<file path="src/rtl/pcileech_com_pkg.sv">
// Shared types and constants for the PCILeech COM receive path.
package pcileech_com_pkg;

   // Packer control states
   typedef enum logic [1:0] {
      ST_WAIT = 2'd0,
      ST_BOOT = 2'd1,
      ST_RUN  = 2'd2
   } rxpack_state_t;

   // Default beat pattern; two in a row form a resync marker
   localparam logic [31:0] COM_RESYNC_WORD = 32'h66665555;

endpackage

</file>
<file path="src/rtl/pcileech_com_rx_packer.sv">
// COM receive packer: after reset waits INIT_DELAY cycles, replays
// INIT_DEPTH boot words from an external table, then packs RATIO input
// beats MSB-first into OUT_W-bit output words with resync detection.
// Optional macro COM_RXPACK_TIMEOUT_EN enables discarding of stale
// partial words after TIMEOUT idle cycles.
module pcileech_com_rx_packer
   import pcileech_com_pkg::*;
#(
   parameter int unsigned     IN_W        = 32,
   parameter int unsigned     RATIO       = 2,
   parameter int unsigned     INIT_DEPTH  = 6,
   parameter int unsigned     INIT_DELAY  = 16,
   parameter logic [IN_W-1:0] RESYNC_WORD = IN_W'(COM_RESYNC_WORD),
   parameter int unsigned     TIMEOUT     = 1024,
   localparam int unsigned    OUT_W       = IN_W * RATIO
) (
   input  logic             clk,
   input  logic             rst,
   input  logic [IN_W-1:0]  in_data,
   input  logic             in_valid,
   output logic             in_ready,
   output logic [OUT_W-1:0] out_data,
   output logic             out_valid,
   input  logic             out_ready,
   output logic [5:0]       init_addr,
   input  logic [OUT_W-1:0] init_data,
   output logic             boot_done,
   output logic [7:0]       resync_cnt,
   output logic [7:0]       drop_cnt
);

   rxpack_state_t    state, state_nx;
   logic [31:0]      dly_cnt;
   logic [5:0]       addr;
   logic             boot_done_r;
   logic [OUT_W-1:0] acc, acc_nx, oreg;
   logic             ovalid;
   logic [31:0]      beat_cnt;
   logic             held;
   logic [7:0]       rs_cnt;
   logic             delay_done, boot_last, can_load, is_rsw;
   logic             accept, flush, resync, shift, word_done, partial, drop;
   logic [IN_W-1:0]  beat;

   assign delay_done = (INIT_DELAY == 0) || (dly_cnt == INIT_DELAY - 1);
   assign boot_last  = (state == ST_BOOT) && out_ready && (addr == 6'(INIT_DEPTH - 1));
   assign init_addr  = addr;
   assign boot_done  = boot_done_r;
   assign resync_cnt = rs_cnt;

   // State register
   always_ff @(posedge clk or posedge rst) begin
      if (rst) state <= ST_WAIT;
      else     state <= state_nx;
   end

   // Next-state decode
   always_comb begin
      state_nx = state;
      unique case (state)
         ST_WAIT: if (delay_done) state_nx = (INIT_DEPTH == 0) ? ST_RUN : ST_BOOT;
         ST_BOOT: if (boot_last) state_nx = ST_RUN;
         ST_RUN:  state_nx = ST_RUN;
         default: state_nx = ST_WAIT;
      endcase
   end

   // Output decode: boot words straight from the table, packed words from the register
   always_comb begin
      in_ready  = 1'b0;
      out_valid = ovalid;
      out_data  = oreg;
      unique case (state)
         ST_BOOT: begin
            out_valid = 1'b1;
            out_data  = init_data;
         end
         ST_RUN:  in_ready = can_load & ~(held & ~is_rsw);
         default: in_ready = 1'b0;
      endcase
   end

   // A lone resync pattern is parked in 'held' until the next beat decides
   // whether it is a marker (dropped) or data (replayed via a flush cycle
   // that stalls the incoming beat for one clock).
   always_comb begin
      can_load  = ~ovalid | out_ready;
      is_rsw    = (in_data == RESYNC_WORD);
      accept    = in_valid & in_ready;
      flush     = (state == ST_RUN) & held & in_valid & ~is_rsw & can_load;
      resync    = accept & is_rsw & held;
      shift     = (accept & ~is_rsw) | flush;
      beat      = flush ? RESYNC_WORD : in_data;
      acc_nx    = (acc << IN_W) | OUT_W'(beat);
      word_done = shift & (beat_cnt == RATIO - 1);
      partial   = (beat_cnt != 0) | held;
   end

   // Boot sequencing: delay counter, table index, completion flag
   always_ff @(posedge clk or posedge rst) begin
      if (rst) begin
         dly_cnt     <= '0;
         addr        <= '0;
         boot_done_r <= 1'b0;
      end else begin
         if (state == ST_WAIT) dly_cnt <= dly_cnt + 32'd1;
         if ((state == ST_BOOT) && out_ready && !boot_last) addr <= addr + 6'd1;
         if ((state != ST_RUN) && (state_nx == ST_RUN)) boot_done_r <= 1'b1;
      end
   end

   // Packing datapath: shift register, output register, resync tracking
   always_ff @(posedge clk or posedge rst) begin
      if (rst) begin
         acc      <= '0;
         oreg     <= '0;
         ovalid   <= 1'b0;
         beat_cnt <= '0;
         held     <= 1'b0;
         rs_cnt   <= '0;
      end else begin
         if (ovalid && out_ready) ovalid <= 1'b0;
         if (shift) begin
            acc <= acc_nx;
            if (word_done) begin
               oreg     <= acc_nx;
               ovalid   <= 1'b1;
               beat_cnt <= '0;
            end else begin
               beat_cnt <= beat_cnt + 32'd1;
            end
         end
         if (flush) held <= 1'b0;
         if (accept && is_rsw) begin
            if (resync) begin
               held     <= 1'b0;
               beat_cnt <= '0;
               if (rs_cnt != 8'hFF) rs_cnt <= rs_cnt + 8'd1;
            end else begin
               held <= 1'b1;
            end
         end
         if (drop) begin
            beat_cnt <= '0;
            held     <= 1'b0;
         end
      end
   end

`ifdef COM_RXPACK_TIMEOUT_EN
   logic [31:0] idle_cnt;
   logic [7:0]  dr_cnt;

   assign drop     = (state == ST_RUN) & partial & ~accept & ~flush & (idle_cnt == TIMEOUT - 1);
   assign drop_cnt = dr_cnt;

   // Idle watchdog for partial words
   always_ff @(posedge clk or posedge rst) begin
      if (rst) begin
         idle_cnt <= '0;
         dr_cnt   <= '0;
      end else begin
         if (accept || flush || !partial || drop) idle_cnt <= '0;
         else                                     idle_cnt <= idle_cnt + 32'd1;
         if (drop && (dr_cnt != 8'hFF)) dr_cnt <= dr_cnt + 8'd1;
      end
   end
`else
   assign drop     = 1'b0;
   assign drop_cnt = '0;
`endif

endmodule

</file>
<file path="config.mk">
export PLATFORM = sky130hd
export DESIGN_NAME = pcileech_com_rx_packer
export DESIGN_NICKNAME = d
export VERILOG_FILES = /design/src/rtl/pcileech_com_pkg.sv /design/src/rtl/pcileech_com_rx_packer.sv
export SDC_FILE = /design/constraint.sdc
export NUM_CORES = 1
export LEC_CHECK = 0
export ABC_AREA = 1
export BUFFER_PORTS_ARGS = -buffer_cell sky130_fd_sc_hd__buf_4
export CAP_MARGIN = 30
export CORE_ASPECT_RATIO = 1.25
export CORE_UTILIZATION = 31
export CTS_BUF_LIST = sky130_fd_sc_hd__clkbuf_2
export DETAILED_ROUTE_END_ITERATION = 10
export PLACE_DENSITY = 0.52
export SYNTH_ARGS = -nofsm -noshare
export SYNTH_HDL_FRONTEND = slang
export SYNTH_SLANG_ARGS = --single-unit
</file>
<file path="constraint.sdc">
create_clock -name clk -period 6.16 [get_ports clk]
set_clock_uncertainty 0.15 [all_clocks]
set_input_delay 0.924 -clock clk [delete_from_list [all_inputs] [get_ports clk]]
set_output_delay 0.924 -clock clk [all_outputs]
set_load 0.02 [all_outputs]
</file>
==> summary.txt <==
YOSYS
-------------------------------------------------------------------------------
Sequential cell area fraction in the yosys report                         0.451
Unique cell type count in the Yosys netlist                                  38
Flip-flop cell with the highest count after synthesis              sky130_fd_sc_hd__dfrtp_1
Number of synthesis warnings                                                  0
Cell Area, Synth                                                       9930 µm²
Number of synthesized register bits                                         179
Cells after synthesis                                                      1267
Number of enable-type register cells in the synthesized netlist               0
Mean instance size in the synthesized netlist                          7.84 µm²
Synth async-reset ratio                                                    1.00

SETUP PATH
-------------------------------------------------------------------------------
Kind of critical path                                                reg -> out
Signal arrival time at the worst endpoint                               2.58 ns
Crit start category                                                    register
Setup slack of the most critical reg-to-reg path                        3.25 ns
Max FO, Critical Path                                                        72
End of the worst register-to-register path                             oreg[54]
FF-to-FF path depth                                                           8
Kind of capture point of the worst setup path                        output pin
Critical R2R Launch                                                    state[0]
Required arrival time at the worst endpoint                             5.09 ns

GLOBAL ROUTE
-------------------------------------------------------------------------------
Overflow left after global routing                                            0
Vias in the first global route                                             8110
Largest net degree at the start of global routing                           124
Antenna violations before repair                                              1
Overall routing resource usage                                            0.163
First-pass GRT wire length                                             42000 µm

DETAILED ROUTING
-------------------------------------------------------------------------------
Violation count after the first detailed-route iteration                    407
WL per Instance                                                         14.1 µm
Vias per cell                                                              4.55
Number of DRC violations after detailed routing                               0
Detailed-routing iteration count for the pre-antenna-repair pass              5
Post-route ant nets                                                           0
Overall via count from detail_route                                        8430
Final WL                                                               26200 µm

CLOCKING
-------------------------------------------------------------------------------
Total clock buffers created by CTS                                           17
Clock H-tree levels                                                           4
Setup Fix Bufs, Post-CTS                                                      0
Clock tree from TritonCTS                                                 built
CTS sink cnt                                                                179
Clock Root Buffer                                                  sky130_fd_sc_hd__clkbuf_2
Worst-path clk slew                                                     0.27 ns
Insertion delay to the later sink of the worst-skew pair                0.83 ns
Number of buffers on the longest clock path                                   2
PostCTS Resize Cnt                                                            0

MIN PATH
-------------------------------------------------------------------------------
Startpoint of the most critical hold path                             out_ready
Endpoint of the worst hold path                                          ovalid
Worst hold path cell count                                                    2
Worst hold path class                                                 in -> reg

FINAL LAYOUT
-------------------------------------------------------------------------------
Utilization after layout                                                  0.378
Post-synthesis to final-layout area growth                                19.0%
Number of fill cells                                                       3312
Register cell area after layout                                        4480 µm²
Number of nets in the finished design                                      1536
Most used cells in the layout excluding fill and tap cells         415 x sky130_fd_sc_hd__nand2_1, 182 x sky130_fd_sc_hd__buf_4, 179 x sky130_fd_sc_hd__dfrtp_1
Leading cell type in the layout, fill and taps excluded            sky130_fd_sc_hd__nand2_1
Final non-filler cell area                                            11800 µm²
Combined area of the multi-input logic cells                           4590 µm²
Share of cells above drive strength 1                                     0.210

STA
-------------------------------------------------------------------------------
Unrepaired setup endpoints after global routing                              no
Total negative slack for setup checks                                      0 ns
Post-route minimum period                                               3.66 ns
Fmax achieved                                                         0.273 GHz
Max Transition Viols Final                                                    0
Final Hold Fails                                                              0
Pin slew with the least headroom to its limit                          0.953 ns
Share of the clock period used by the worst path                          0.594
Worst Hold Margin                                                      0.107 ns
Final number of setup-violating endpoints                                     0
Headroom to the max-slew limit                                            0.365

PLACE
-------------------------------------------------------------------------------
Final HPWL from detailed placement                                     19100 µm
Post-placement cell area                                              11500 µm²
Final Wtd Congestion                                                      0.900
Number of port buffers                                                      180

POWER AND IR DROP
-------------------------------------------------------------------------------
Post-route total power                                                0.00339 W
Peak supply drop                                                        99.0 µV
Cell Pwr Density                                                     287 nW/µm²
Leakage power figure                                                    6.12 nW

RUN
-------------------------------------------------------------------------------
Max-cap violations                                                            0

DIE
-------------------------------------------------------------------------------
Initial core utilization                                                  0.318
Y dimension of the die                                                   202 µm
Die area                                                              32800 µm²
Core region area                                                      31300 µm²
Number of placement rows                                                     72
Chip Width                                                               162 µm
I/O pin total                                                               189

STATUS
-------------------------------------------------------------------------------
Result of the run                                                  finished clean

-- layer usage --
layer  vias up  GRT usage  part of all wire
met5         -          0                 0
met4         0     0.0556             0.023
met3        30     0.0285             0.040
met2       209      0.282              0.49
met1      3897      0.202              0.44
li1       4294          -                 -
-- registers in the layout, indices dropped and copies added (netlist names) --
signal      cells
acc            32
beat_cnt       32
boot_done       1
dly_cnt        32
held            1
init_addr       6
oreg           64
ovalid          1
resync_cnt      8
state           2
-- worst max-delay path: stages (launching register included) --
cell and delay (ns):
sky130_fd_sc_hd__dfrtp_1 0.43, sky130_fd_sc_hd__inv_1 0.09, sky130_fd_sc_hd__nand2_4 0.60, sky130_fd_sc_hd__mux2_2 0.42
sky130_fd_sc_hd__buf_4 0.16
-- how the worst max path moves through the flow --
stage,start,to,cells past startpoint
floorplan,rst,acc[0],1
global placement,in_data[20],ovalid,10
detailed placement,in_data[20],oreg[28],10
CTS,state[1],out_data[62],4
global route,state[1],out_data[42],4
finish,state[1],out_data[62],4
-- power breakdown --
part	internal (W)	total [W]	switching (W)
Sequential	0.00137	0.00153	0.000158
Combinational	0.000480	0.00117	0.000693
Clock	0.000208	0.000682	0.000474
-- synth_stat cells, types with 5 or more instances --
| library cell | instances | area share |
|---|---|---|
| sky130_fd_sc_hd__dfrtp_1 | 179 | 0.45 |
| sky130_fd_sc_hd__xnor2_1 | 8 | 0.0071 |
| sky130_fd_sc_hd__o21ai_0 | 57 | 0.029 |
| sky130_fd_sc_hd__clkbuf_1 | 6 | 0.0023 |
| sky130_fd_sc_hd__o21ai_1 | 31 | 0.016 |
| sky130_fd_sc_hd__nor2_1 | 112 | 0.042 |
| sky130_fd_sc_hd__nand2_1 | 416 | 0.16 |
| sky130_fd_sc_hd__nor4_1 | 5 | 0.0032 |
| sky130_fd_sc_hd__ha_1 | 6 | 0.0076 |
| sky130_fd_sc_hd__a21oi_1 | 22 | 0.011 |
| sky130_fd_sc_hd__inv_1 | 146 | 0.055 |
| sky130_fd_sc_hd__xor2_1 | 39 | 0.034 |
| sky130_fd_sc_hd__buf_2 | 12 | 0.0060 |
| sky130_fd_sc_hd__buf_6 | 8 | 0.0091 |
| sky130_fd_sc_hd__nor3_1 | 15 | 0.0076 |
| sky130_fd_sc_hd__nand3_1 | 66 | 0.033 |
| sky130_fd_sc_hd__mux2_2 | 60 | 0.068 |
| sky130_fd_sc_hd__nand4_1 | 22 | 0.014 |
| sky130_fd_sc_hd__inv_2 | 5 | 0.0019 |
| sky130_fd_sc_hd__buf_4 | 19 | 0.014 |
-- what timing repair did --
item                       in CTS  in global routing
hold buffers                    1                  0
hold endpoints to repair        6                  0
setup endpoints to repair       0                  0
-- layout make-up --
type / instances / area share
flip-flops and latches: 179 / 0.379
inverters: 152 / 0.0492
clock buffers: 17 / 0.00720
well taps: 407 / 0.0431
repair buffers: 183 / 0.117
clock inverters: 15 / 0.0157
multi-input cells: 897 / 0.389
diodes: 2 / 0.000424
-- metrics by stage --
stage,worst slack (ns),instances
floorplan,0.227,1274
global placement,2.66,1817
detailed placement,2.64,1817
CTS,2.36,1850
global route,2.29,1852
finish,2.50,1852
-- cell families after synthesis --
logic type,share of synthesized area
AO/OA/AOI/OAI,0.0609
adder cells (fa/ha/maj),0.00756
flip-flops,0.451
multiplexers,0.0680
XOR/XNOR,0.0415
other,0.000378
buffers and inverters,0.0900
AND/OR/NAND/NOR,0.281
(Power assumes the default switching activity.)
